<file path="src/rtl/psmac_seq_if.sv">
// psmac_seq_if: request/response bundle between a PSMAC client and the psmac_seq sequencer
interface psmac_seq_if #(parameter int ACC_W = 20);
    logic             in_valid;
    logic             in_ready;
    logic [1:0]       prec;
    logic [7:0]       a;
    logic [7:0]       b;
    logic             a_signed;
    logic             b_signed;
    logic             acc_en;
    logic             out_valid;
    logic             out_ready;
    logic [ACC_W-1:0] result;
    modport master (output in_valid, prec, a, b, a_signed, b_signed, acc_en, out_ready,
                    input  in_ready, out_valid, result);
    modport slave  (input  in_valid, prec, a, b, a_signed, b_signed, acc_en, out_ready,
                    output in_ready, out_valid, result);
endinterface

</file>
<file path="src/rtl/psmac_seq.sv">
// psmac_seq: 2-bit-digit precision-scalable MAC sequencer; define PSMAC_SEQ_ZSKIP_EN to skip zero digit pairs
module psmac_seq #(parameter int ACC_W = 20) (
    input  logic       clk,
    input  logic       rst,
    psmac_seq_if.slave bus
);
    typedef enum logic [1:0] {IDLE, RUN, DONE} state_t;
    state_t           state_q, state_d;
    logic [1:0]       prec_q;
    logic [7:0]       a_q, b_q;
    logic             as_q, bs_q;
    logic [3:0]       ij_q, ij_d;
    logic [ACC_W-1:0] acc_q, acc_d;
    logic             accept, last;
    logic [3:0]       start, nxt;
    logic [1:0]       da, db, sel;
    logic [5:0]       xa, xb, pw;
    logic [3:0]       p, sh;
    logic [ACC_W-1:0] pe;

    assign accept = bus.in_valid && state_q == IDLE;

`ifdef PSMAC_SEQ_ZSKIP_EN
    function automatic logic [15:0] mask_f(input logic [1:0] pr, input logic [7:0] x, input logic [7:0] y);
        for (int i = 0; i < 4; i++)
            for (int j = 0; j < 4; j++)
                mask_f[i*4+j] = i <= int'(pr) && j <= int'(pr) && x[2*i +: 2] != 2'b0 && y[2*j +: 2] != 2'b0;
    endfunction
    // lowest set pair index at or above from, as {found, {i, j}}
    function automatic logic [4:0] seek_f(input logic [15:0] m, input logic [4:0] from);
        seek_f = '0;
        for (int k = 15; k >= 0; k--)
            if (m[k] && 5'(k) >= from) seek_f = {1'b1, 4'(k)};
    endfunction
    logic [4:0] nxt_s;
    assign start = 4'(seek_f(mask_f(bus.prec, bus.a, bus.b), 5'd0));
    assign nxt_s = seek_f(mask_f(prec_q, a_q, b_q), {1'b0, ij_q} + 5'd1);
    assign nxt   = nxt_s[3:0];
    assign last  = !nxt_s[4];
`else
    assign start = '0;
    assign nxt   = ij_q[1:0] == prec_q ? {ij_q[3:2] + 2'd1, 2'd0} : ij_q + 4'd1;
    assign last  = ij_q[3:2] == prec_q && ij_q[1:0] == prec_q;
`endif

    // digit-pair multiplier: low 4 bits of the product of the extended digits
    always_comb begin
        da  = a_q[{ij_q[3:2], 1'b0} +: 2];
        db  = b_q[{ij_q[1:0], 1'b0} +: 2];
        sel = {as_q && ij_q[3:2] == prec_q, bs_q && ij_q[1:0] == prec_q};
        xa  = {{4{sel[1] & da[1]}}, da};
        xb  = {{4{sel[0] & db[1]}}, db};
        pw  = xa * xb;
        p   = pw[3:0];
        pe  = sel != 2'b00 ? {{(ACC_W-4){p[3]}}, p} : {{(ACC_W-4){1'b0}}, p};
        sh  = {1'b0, ij_q[3:2], 1'b0} + {1'b0, ij_q[1:0], 1'b0};
    end

    always_ff @(posedge clk or posedge rst) begin
        if (rst) begin
            state_q <= IDLE;
            ij_q    <= '0;
            acc_q   <= '0;
            prec_q  <= '0;
            a_q     <= '0;
            b_q     <= '0;
            as_q    <= 1'b0;
            bs_q    <= 1'b0;
        end else begin
            state_q <= state_d;
            ij_q    <= ij_d;
            acc_q   <= acc_d;
            if (accept) begin
                prec_q <= bus.prec;
                a_q    <= bus.a;
                b_q    <= bus.b;
                as_q   <= bus.a_signed;
                bs_q   <= bus.b_signed;
            end
        end
    end

    always_comb begin
        state_d = state_q;
        ij_d    = ij_q;
        acc_d   = acc_q;
        case (state_q)
            IDLE: if (accept) begin
                state_d = RUN;
                ij_d    = start;
                acc_d   = bus.acc_en ? acc_q : '0;
            end
            RUN: begin
                acc_d   = acc_q + (pe << sh);
                ij_d    = last ? ij_q : nxt;
                state_d = last ? DONE : RUN;
            end
            DONE:    state_d = bus.out_ready ? IDLE : DONE;
            default: state_d = IDLE;
        endcase
    end

    always_comb begin
        bus.in_ready  = state_q == IDLE;
        bus.out_valid = state_q == DONE;
        bus.result    = acc_q;
    end
endmodule
</file>
<file path="src/flat_wrapper.sv">
// flat-port wrapper written by rule: the top's interface ports become plain ports
module psmac_seq_flat 
#(parameter int ACC_W = 20)
  (clk, rst, bus_in_valid, bus_prec, bus_a, bus_b, bus_a_signed, bus_b_signed, bus_acc_en, bus_out_ready, bus_in_ready, bus_out_valid, bus_result);
  psmac_seq_if #(.ACC_W(ACC_W)) bus_i ();
  input  logic clk;
  input  logic rst;
  input wire logic [$bits(bus_i.in_valid)-1:0] bus_in_valid;
  input wire logic [$bits(bus_i.prec)-1:0] bus_prec;
  input wire logic [$bits(bus_i.a)-1:0] bus_a;
  input wire logic [$bits(bus_i.b)-1:0] bus_b;
  input wire logic [$bits(bus_i.a_signed)-1:0] bus_a_signed;
  input wire logic [$bits(bus_i.b_signed)-1:0] bus_b_signed;
  input wire logic [$bits(bus_i.acc_en)-1:0] bus_acc_en;
  input wire logic [$bits(bus_i.out_ready)-1:0] bus_out_ready;
  output wire logic [$bits(bus_i.in_ready)-1:0] bus_in_ready;
  output wire logic [$bits(bus_i.out_valid)-1:0] bus_out_valid;
  output wire logic [$bits(bus_i.result)-1:0] bus_result;
  assign bus_i.in_valid = bus_in_valid;
  assign bus_i.prec = bus_prec;
  assign bus_i.a = bus_a;
  assign bus_i.b = bus_b;
  assign bus_i.a_signed = bus_a_signed;
  assign bus_i.b_signed = bus_b_signed;
  assign bus_i.acc_en = bus_acc_en;
  assign bus_i.out_ready = bus_out_ready;
  assign bus_in_ready = bus_i.in_ready;
  assign bus_out_valid = bus_i.out_valid;
  assign bus_result = bus_i.result;
  psmac_seq #(.ACC_W(ACC_W)) u_core (.clk(clk), .rst(rst), .bus(bus_i));
endmodule
</file>
<file path="config.mk">
export PLATFORM = sky130hd
export DESIGN_NAME = psmac_seq_flat
export DESIGN_NICKNAME = d
export VERILOG_FILES = /design/src/rtl/psmac_seq_if.sv /design/src/rtl/psmac_seq.sv /design/src/flat_wrapper.sv
export SDC_FILE = /design/constraint.sdc
export NUM_CORES = 1
export LEC_CHECK = 0
export ABC_AREA = 0
export BUFFER_PORTS_ARGS = -buffer_cell sky130_fd_sc_hd__buf_4
export CAP_MARGIN = 30
export CORE_MARGIN = 4
export CORE_UTILIZATION = 60
export CTS_BUF_LIST = sky130_fd_sc_hd__clkbuf_8
export CTS_CLUSTER_DIAMETER = 60
export DETAILED_ROUTE_END_ITERATION = 7
export GPL_TIMING_DRIVEN = 0
export PLACE_DENSITY_LB_ADDON = 0.08
export SYNTH_ARGS = -nofsm -noshare
export SYNTH_HDL_FRONTEND = slang
export SYNTH_SLANG_ARGS = --single-unit
</file>
<file path="constraint.sdc">
create_clock -name clk -period 6.8 [get_ports clk]
set_input_delay 2.04 -clock clk [delete_from_list [all_inputs] [get_ports clk]]
set_output_delay 2.04 -clock clk [all_outputs]
set_load 0.02 [all_outputs]
</file>
# After elaboration in Yosys (flattened, before gate mapping)
# Index checks and enable logic that the tools add are counted.
# op_classes
reduce_logical	9
shifts	3
n_addsub	4
n_mul	1
eq_ne	7
muxes	12
bitwise	2
# ops
operator	count
$mux 20	3
$pmux 20 s2	1
$add 20x20->20	1
$shl 20x4->20	1
$shiftx 8x4->2	2
$mux 4	3
$pmux 4 s2	1
$mux 2	3
$pmux 2 s3	1
$reduce_and 3->1	2
$add 3x3->4	1
$add 4x1->4 const B	1
$eq 2x2->1	2
$logic_and 1x1->1	4
$mul 3x3->4	1
$ne 2x2->1 const B	2
$reduce_bool 2->1	2
$add 2x1->2 const B	1
$and 1x1->1	2
$eq 2x1->1 const B	1
$eq 2x2->1 const B	1
$logic_not 2->1	1
$ne 2x1->1 const B	1
# totals
word_cells	46
ff_bits	46
input_bits	25

# Logic depth before layout (Yosys ltp)
# Gate-level depths: netlist (run 1).
# depth
word_depth	8
depth_mapped	22
mapped_depth_nobuf	20

# Least setup slack after synthesis (run 1)
# Ideal clock, no wire load.
# synth_timing
path_kind	register to register
startpoint	register u_core.ij_q[0]
endpoint	register u_core.acc_q[12], in the netlist u_core.bus.result[12]
setup_time_ps	133
setup_slack_ps	1308
period_less_slack_ps	5492
arrival_time_ps	5359
path_stages_with_launch	22
n_path_buf	2
path_cell_list	dfrtp_1 -> buf_6 -> mux4_2 -> nand4_1 -> or2_2 -> fa_1 -> fa_1 -> xor2_1 -> o2111a_1 -> a311o_1 -> buf_6 -> and2_4 -> a211oi_1 -> nor3_1 -> ha_1 -> a21o_1 -> a221oi_1 -> o221ai_1 -> a21o_1 -> a21oi_1 -> xor2_1 -> o21ai_0
# synth_between
elab_chain_len	8
# synth_rtl
element	line	source
from (decl)	psmac_seq.sv:12	logic [3:0] ij_q, ij_d;
from (signal assigned)	psmac_seq.sv:71	ij_q <= ij_d;
parallel branches: the longest is 5 deep, another holds $mul 3x3->4	--	
$shl 20x4->20 (*)	psmac_seq.sv:94	acc_d = acc_q + (pe << sh);
$add 20x20->20 (*)	psmac_seq.sv:94	
$pmux 20 s2 (*)	psmac_seq.sv:87	case (state_q)
to (signal assigned)	psmac_seq.sv:63	acc_q <= '0;
to (signal assigned)	psmac_seq.sv:72	acc_q <= acc_d;
to (decl)	psmac_seq.sv:13	logic [ACC_W-1:0] acc_q, acc_d;
# Mark *: on every way between the ends.
# A chain may end at the register's enable or synchronous reset.

# Worst setup path after layout (run 1)
# layout_timing
startpoint	register u_core.ij_q[1]
endpoint	register u_core.acc_q[12], in the netlist u_core.bus.result[12]
# The elaborated chain is that of the path after synthesis.

==> impl_metrics.env, run 1 <==
export IMPL_cts_root_buf="clkbuf_8"
export IMPL_cts_sinks=46
export IMPL_cts_tree="done"
export IMPL_relSlewSlack_pct=59.21
export IMPL_worstPathCellList="clkbuf_1, mux4_2, nand4_1, or2_2, fa_1, fa_1, xor2_1, o32ai_1, a311o_1, buf_6, and2_4, a211oi_1, nor3_1, ha_1, a21o_1, a221oi_1, o221ai_1, a21o_1, a21oi_1, xor2_1, o21ai_0"
export IMPL_path_max_fanout=10
export IMPL_antenna_left=0
export IMPL_instances_no_fill=468
export IMPL_yosysWarnings=0
export IMPL_worst_slew_pin_slew_ns=0.6106
export IMPL_cpPeakStageDelay_ns=0.58
export IMPL_portBuffers=46
export IMPL_drv_slew=0
export IMPL_synth_distinct_cells=51
export IMPL_hold_class="flop to flop"
export IMPL_area_growth_pct=17.11
export IMPL_cts_setup_buffers=0
export IMPL_clkTransAtPathRegs_ns=0.10
export IMPL_synthTopCellsByArea="dfrtp_1, ha_1, mux2_2"
export IMPL_num_antenna_cells=0
export IMPL_drive_gt1_share_pct=21.86
export IMPL_grt_ovfl_total=0
export IMPL_hold_slack_ns=0.5123
export IMPL_grt_pass1_wl_mm=12.61
export IMPL_viasPerCell=5.985
export IMPL_synth_enable_flop_cells=0
export IMPL_multiInputGateArea_um2=2034
export IMPL_drc=0
export IMPL_end_kind="flop"
export IMPL_setup_worst_path_class="flop to flop"
export IMPL_cts_max_level=2
export IMPL_layout_nets=448
export IMPL_synth_nets=394
export IMPL_cp_data_arrival_time_ns=6.47
export IMPL_wl_per_cell_um=16.39
export IMPL_initial_utilization_pct=63.26
export IMPL_avgSynthCellArea_um2=9.659
export IMPL_track_usage_pct=24.23
export IMPL_synth_seq_area_share_pct=34.74
export IMPL_synth_seq_cells=46
export IMPL_slowest_stage="a221oi_1"
export IMPL_rsz0062_at_grt="false"
export IMPL_num_rows=26
export IMPL_drt_iter0_markers=229
export IMPL_worstPathRequired_ns=6.97
export IMPL_status="complete, no violations"
export IMPL_coreArea_um2=5238
export IMPL_finalSetupViolations=0
export IMPL_dominantRegCellSynth="dfrtp_1"
export IMPL_finalClockSkew_ns=0.01236
export IMPL_setup_tns_ns=0
export IMPL_gp_congestion=0.9181
export IMPL_synthArstFlopShare_pct=100.0
export IMPL_die_area_um2=6775
export IMPL_io_pins=47
export IMPL_cpLargestDelayFamily="compound AO/OA/AOI/OAI gates"
export IMPL_grt_pass1_vias=2611
export IMPL_clkLatencyLatePin_ns=0.31
export IMPL_critical_path_buf_inv_count=2
export IMPL_grt_max_degree=26
export IMPL_max_freq_ghz=0.1588
export IMPL_min_period_ns=6.299
export IMPL_num_vias=2801
export IMPL_chipHeight_um=82.31
export IMPL_fin_ws_ns=0.5013
export IMPL_post_cts_resized=0
export IMPL_ctsLongestPathBuffers=2
export IMPL_synth_area_um2=3313
export IMPL_cts_hold_buf=0
export IMPL_dp_final_hpwl_mm=5.783
export IMPL_pre_cts_slack_ns=0.5777
export IMPL_hold_viol_final=0
export IMPL_seqCellArea_um2=1151
export IMPL_fill_cells=394
export IMPL_yosys_area_top_type="dfrtp_1"
export IMPL_die_w_um=82.31
export IMPL_first_pass_iters=4
export IMPL_cts_made_buffers=5
export IMPL_startpoint_type="flop"
export IMPL_wl_mm=7.672
export IMPL_yosysTopAreaCellShare_pct=34.74
export IMPL_syn_inst=343
export IMPL_antenna_found_initial=0
export IMPL_fin_crit_sh_pct=92.63
export IMPL_placed_cells=460
export IMPL_max_cap_viol_count=0
metal layers:
metal | up-vias | GRT usage (%) | wire length (um)
met5 | - | 0 | 0
met3 | 11 | 3.145 | 398
li1 | 1365 | - | -
met2 | 88 | 39.34 | 3561
met4 | 0 | 7.807 | 120
met1 | 1337 | 33.52 | 3592
synth_stat cells, drive strengths merged (9+ instances only):
cell type,number
dfrtp,46
nand2,28
o21ai,25
ha,22
a21oi,21
mux2,21
xnor2,17
a21o,12
clkbuf,12
nor2,12
inv,10
xor2,9
final timing paths:
path                                            start                                end  slack, ns  cells past startpoint
max reg2reg                u_core.ij_q[1]$_DFFE_PP0P_  u_core.bus.result[12]$_DFFE_PP0P_       0.50                     21
min                         u_core.a_q[4]$_DFFE_PP0P_          u_core.a_q[4]$_DFFE_PP0P_       0.51                      1
max in group asynchronous                         rst   u_core.bus.result[4]$_DFFE_PP0P_       4.53                      3
min reg2reg                 u_core.a_q[4]$_DFFE_PP0P_          u_core.a_q[4]$_DFFE_PP0P_       0.51                      1
min in group asynchronous                         rst          u_core.b_q[4]$_DFFE_PP0P_       1.75                      2
max                        u_core.ij_q[1]$_DFFE_PP0P_  u_core.bus.result[12]$_DFFE_PP0P_       0.50                     21
worst reg2reg max path: cells and delay by family (launching register included):
kind	cells	cell delay [ns]
DFF	1	0.42
and+or+nand+nor	4	0.85
adders and majority gates	3	1.33
buffers and inverters	2	0.44
muxes	1	0.36
xor gates and xnor gates	2	0.38
AOI/OAI and AO/OA	9	2.38
layout make-up:
class / count / share of cell area [%]
inverter: 10 / 0.9674
sequential: 46 / 29.67
tap: 70 / 2.257
buffer: 18 / 2.322
timing repair buffer: 47 / 9.416
clock inverter: 3 / 1.161
multi-input combinational: 269 / 52.43
clock buffer: 5 / 1.774
placed cells by master (no fill, tap or decap), drive strengths merged, types with 9 or more instances in the layout:
cell,n
a21o,12
a21oi,21
buf,53
clkbuf,17
dfrtp,46
ha,22
inv,10
mux2,21
nand2,28
nor2,12
o21ai,25
xnor2,17
xor2,9
metrics by stage:
stage,cell area (um2),util [%]
6_report,3880,74.08
5_1_grt,3880,74.08
4_1_cts,3880,74.08
3_5_place_dp,3766,71.91
3_3_place_gp,3746,71.52
2_1_floorplan,3313,-
registers in the layout (all words and copies together) (netlist names):
| register | cells |
|---|---|
| u_core.prec_q | 2 |
| u_core.state_q | 2 |
| u_core.as_q | 1 |
| u_core.a_q | 8 |
| u_core.ij_q | 4 |
| u_core.bus.result | 20 |
| u_core.bs_q | 1 |
| u_core.b_q | 8 |
cell families (layout without fill, tap and decap cells):
family / after synthesis / after routing / share of synthesized area [%]
adders and majority gates: 26 / 26 / 10.73
AOI/OAI and AO/OA: 99 / 99 / 19.34
xor gates and xnor gates: 26 / 26 / 6.873
muxes: 27 / 27 / 10.46
buffers and inverters: 28 / 83 / 3.852
DFF: 46 / 46 / 34.74
and+or+nand+nor: 91 / 91 / 14.01
Power of run 1 is left out: the tool's default activity adds up to more than one toggle a clock period on the data nets, which glitch-free logic cannot reach.
==> run 2, diff against run 1 <==
- CORE_ASPECT_RATIO: default -> 1.75
==> run 2 against run 1 <==
Compared with the run above:
- register-to-register slack improved by 0.04 ns
- die area increased by 0.70%
- via count increased by 0.29%
- core utilization decreased by 1.2 points
- clock skew decreased by 0.0027 ns
- hold slack got worse by 0.0017 ns
- critical path depth unchanged
- non-clock buffer count unchanged
- flip-flop and latch count unchanged
- first-iteration DRC count decreased by 32%
==> impl_metrics.env, run 2 (synthesized netlist as in run 1, its figures left out) <==
export IMPL_wl_mm=7.526
export IMPL_fin_ws_ns=0.5399
export IMPL_startpoint_type="flop"
export IMPL_fill_cells=428
export IMPL_num_antenna_cells=0
export IMPL_num_vias=2809
export IMPL_worstPathCellList="clkbuf_1, mux4_2, nand4_1, or2_2, fa_1, fa_1, xor2_1, o32ai_1, a311o_1, buf_6, and2_4, a211oi_1, nor3_1, ha_1, a21o_1, a221oi_2, o221ai_1, a21o_1, a21oi_1, xor2_1, o21ai_0"
export IMPL_largest_reg_flops=20
export IMPL_end_kind="flop"
export IMPL_first_pass_iters=4
export IMPL_track_usage_pct=22.82
export IMPL_reg2reg_depth=21
export IMPL_cts_root_buf="clkbuf_8"
export IMPL_drive_gt1_share_pct=21.86
export IMPL_finalClockSkew_ns=0.009670
export IMPL_setup_tns_ns=0
export IMPL_clkTransAtPathRegs_ns=0.09
export IMPL_multiInputGateArea_um2=2041
export IMPL_num_rows=35
export IMPL_wl_per_cell_um=15.94
export IMPL_worst_slew_pin_slew_ns=0.6499
export IMPL_portBuffers=46
export IMPL_cts_max_level=2
export IMPL_cts_made_buffers=5
export IMPL_chipHeight_um=106.3
export IMPL_ctsLongestPathBuffers=2
export IMPL_layout_nets=448
export IMPL_status="complete, no violations"
export IMPL_gp_congestion=0.8801
export IMPL_max_freq_ghz=0.1597
export IMPL_drc=0
export IMPL_grt_pass1_vias=2679
export IMPL_hold_path_depth=1
export IMPL_cts_sinks=46
export IMPL_slowest_stage="fa_1"
export IMPL_grt_max_degree=25
export IMPL_grt_ovfl_total=0
export IMPL_path_max_fanout=10
export IMPL_grt_pass1_wl_mm=12.35
export IMPL_relSlewSlack_pct=56.59
export IMPL_cts_setup_buffers=0
export IMPL_hold_viol_final=0
export IMPL_dp_final_hpwl_mm=5.963
export IMPL_antenna_left=0
export IMPL_io_pins=47
export IMPL_initial_utilization_pct=62.53
export IMPL_seqCellArea_um2=1151
export IMPL_area_growth_pct=16.62
export IMPL_clkLatencyLatePin_ns=0.31
export IMPL_worstPathRequired_ns=6.97
export IMPL_cpPeakStageDelay_ns=0.49
export IMPL_hold_class="flop to flop"
export IMPL_rsz0062_at_grt="false"
export IMPL_cp_data_arrival_time_ns=6.43
export IMPL_antenna_found_initial=0
export IMPL_setup_worst_path_class="flop to flop"
export IMPL_drt_iter0_markers=155
export IMPL_max_cap_viol_count=0
export IMPL_coreArea_um2=5299
export IMPL_drv_slew=0
export IMPL_viasPerCell=5.951
export IMPL_cts_tree="done"
export IMPL_die_w_um=64.18
export IMPL_min_period_ns=6.260
export IMPL_final_cell_mix="buf_4, dfrtp_1, nand2_1"
export IMPL_die_area_um2=6822
export IMPL_finalSetupViolations=0
export IMPL_fin_crit_sh_pct=92.06
export IMPL_pre_cts_slack_ns=0.4176
[run 2: what timing repair did]
| action | CTS | global route |
|---|---|---|
| endpoints found under the hold margin | 0 | 0 |
| endpoints found under the setup margin | 0 | 1 |
| hold buffers | 0 | 0 |
| resized for setup | 0 | 1 |
[run 2: layout make-up]
cell class,instances,area share (%)
Tap cell,74,2.396
Timing Repair Buffer,47,9.456
Multi-Input combinational cell,269,52.82
Sequential cell,46,29.79
Clock inverter,3,0.4534
Buffer,18,2.332
Clock buffer,5,1.781
Inverter,10,0.9715
[run 2: per-stage QoR]
stage	instance area (um2)	utilization, %	hold slack, ns	instances
after CTS	3857	72.80	0.5151	472
after detailed placement	3771	71.17	0.4938	464
final	3864	72.92	0.5106	472
after global placement	3751	70.79	0.4841	463
after global routing	3864	72.92	0.5324	472
after floorplan	3313	-	0.4752	343
[run 2: worst paths after layout]
kind / startpoint / end / slack (ns)
max: u_core.ij_q[1]$_DFFE_PP0P_ / u_core.bus.result[12]$_DFFE_PP0P_ / 0.54
min: u_core.a_q[6]$_DFFE_PP0P_ / u_core.a_q[6]$_DFFE_PP0P_ / 0.51
max reg2reg: u_core.ij_q[1]$_DFFE_PP0P_ / u_core.bus.result[12]$_DFFE_PP0P_ / 0.54
min reg2reg: u_core.a_q[6]$_DFFE_PP0P_ / u_core.a_q[6]$_DFFE_PP0P_ / 0.51
max in group asynchronous: rst / u_core.bus.result[15]$_DFFE_PP0P_ / 4.55
min in group asynchronous: rst / u_core.b_q[3]$_DFFE_PP0P_ / 1.76
[run 2: routing by layer]
| layer | share of wire [%] | routed length [um] | GRT usage (%) | up-vias |
|---|---|---|---|---|
| li1 | - | - | - | 1356 |
| met1 | 37 | 2820 | 24.76 | 1363 |
| met2 | 55 | 4176 | 43.01 | 69 |
| met3 | 2.9 | 219 | 2.431 | 21 |
| met4 | 4.1 | 310 | 10.59 | 0 |
| met5 | 0 | 0 | 0 | - |
[run 2: critical path, delay by kind of cell, from the launching register on]
| kind | cells | cell delay, ns |
|---|---|---|
| XOR/XNOR | 2 | 0.34 |
| AO/OA/AOI/OAI | 9 | 2.07 |
| AND/OR/NAND/NOR | 4 | 1.16 |
| adder cells (fa/ha/maj) | 3 | 1.33 |
| multiplexers | 1 | 0.37 |
| buffers and inverters | 2 | 0.45 |
| flip-flops | 1 | 0.40 |
Power of run 2 is left out for the same reason.
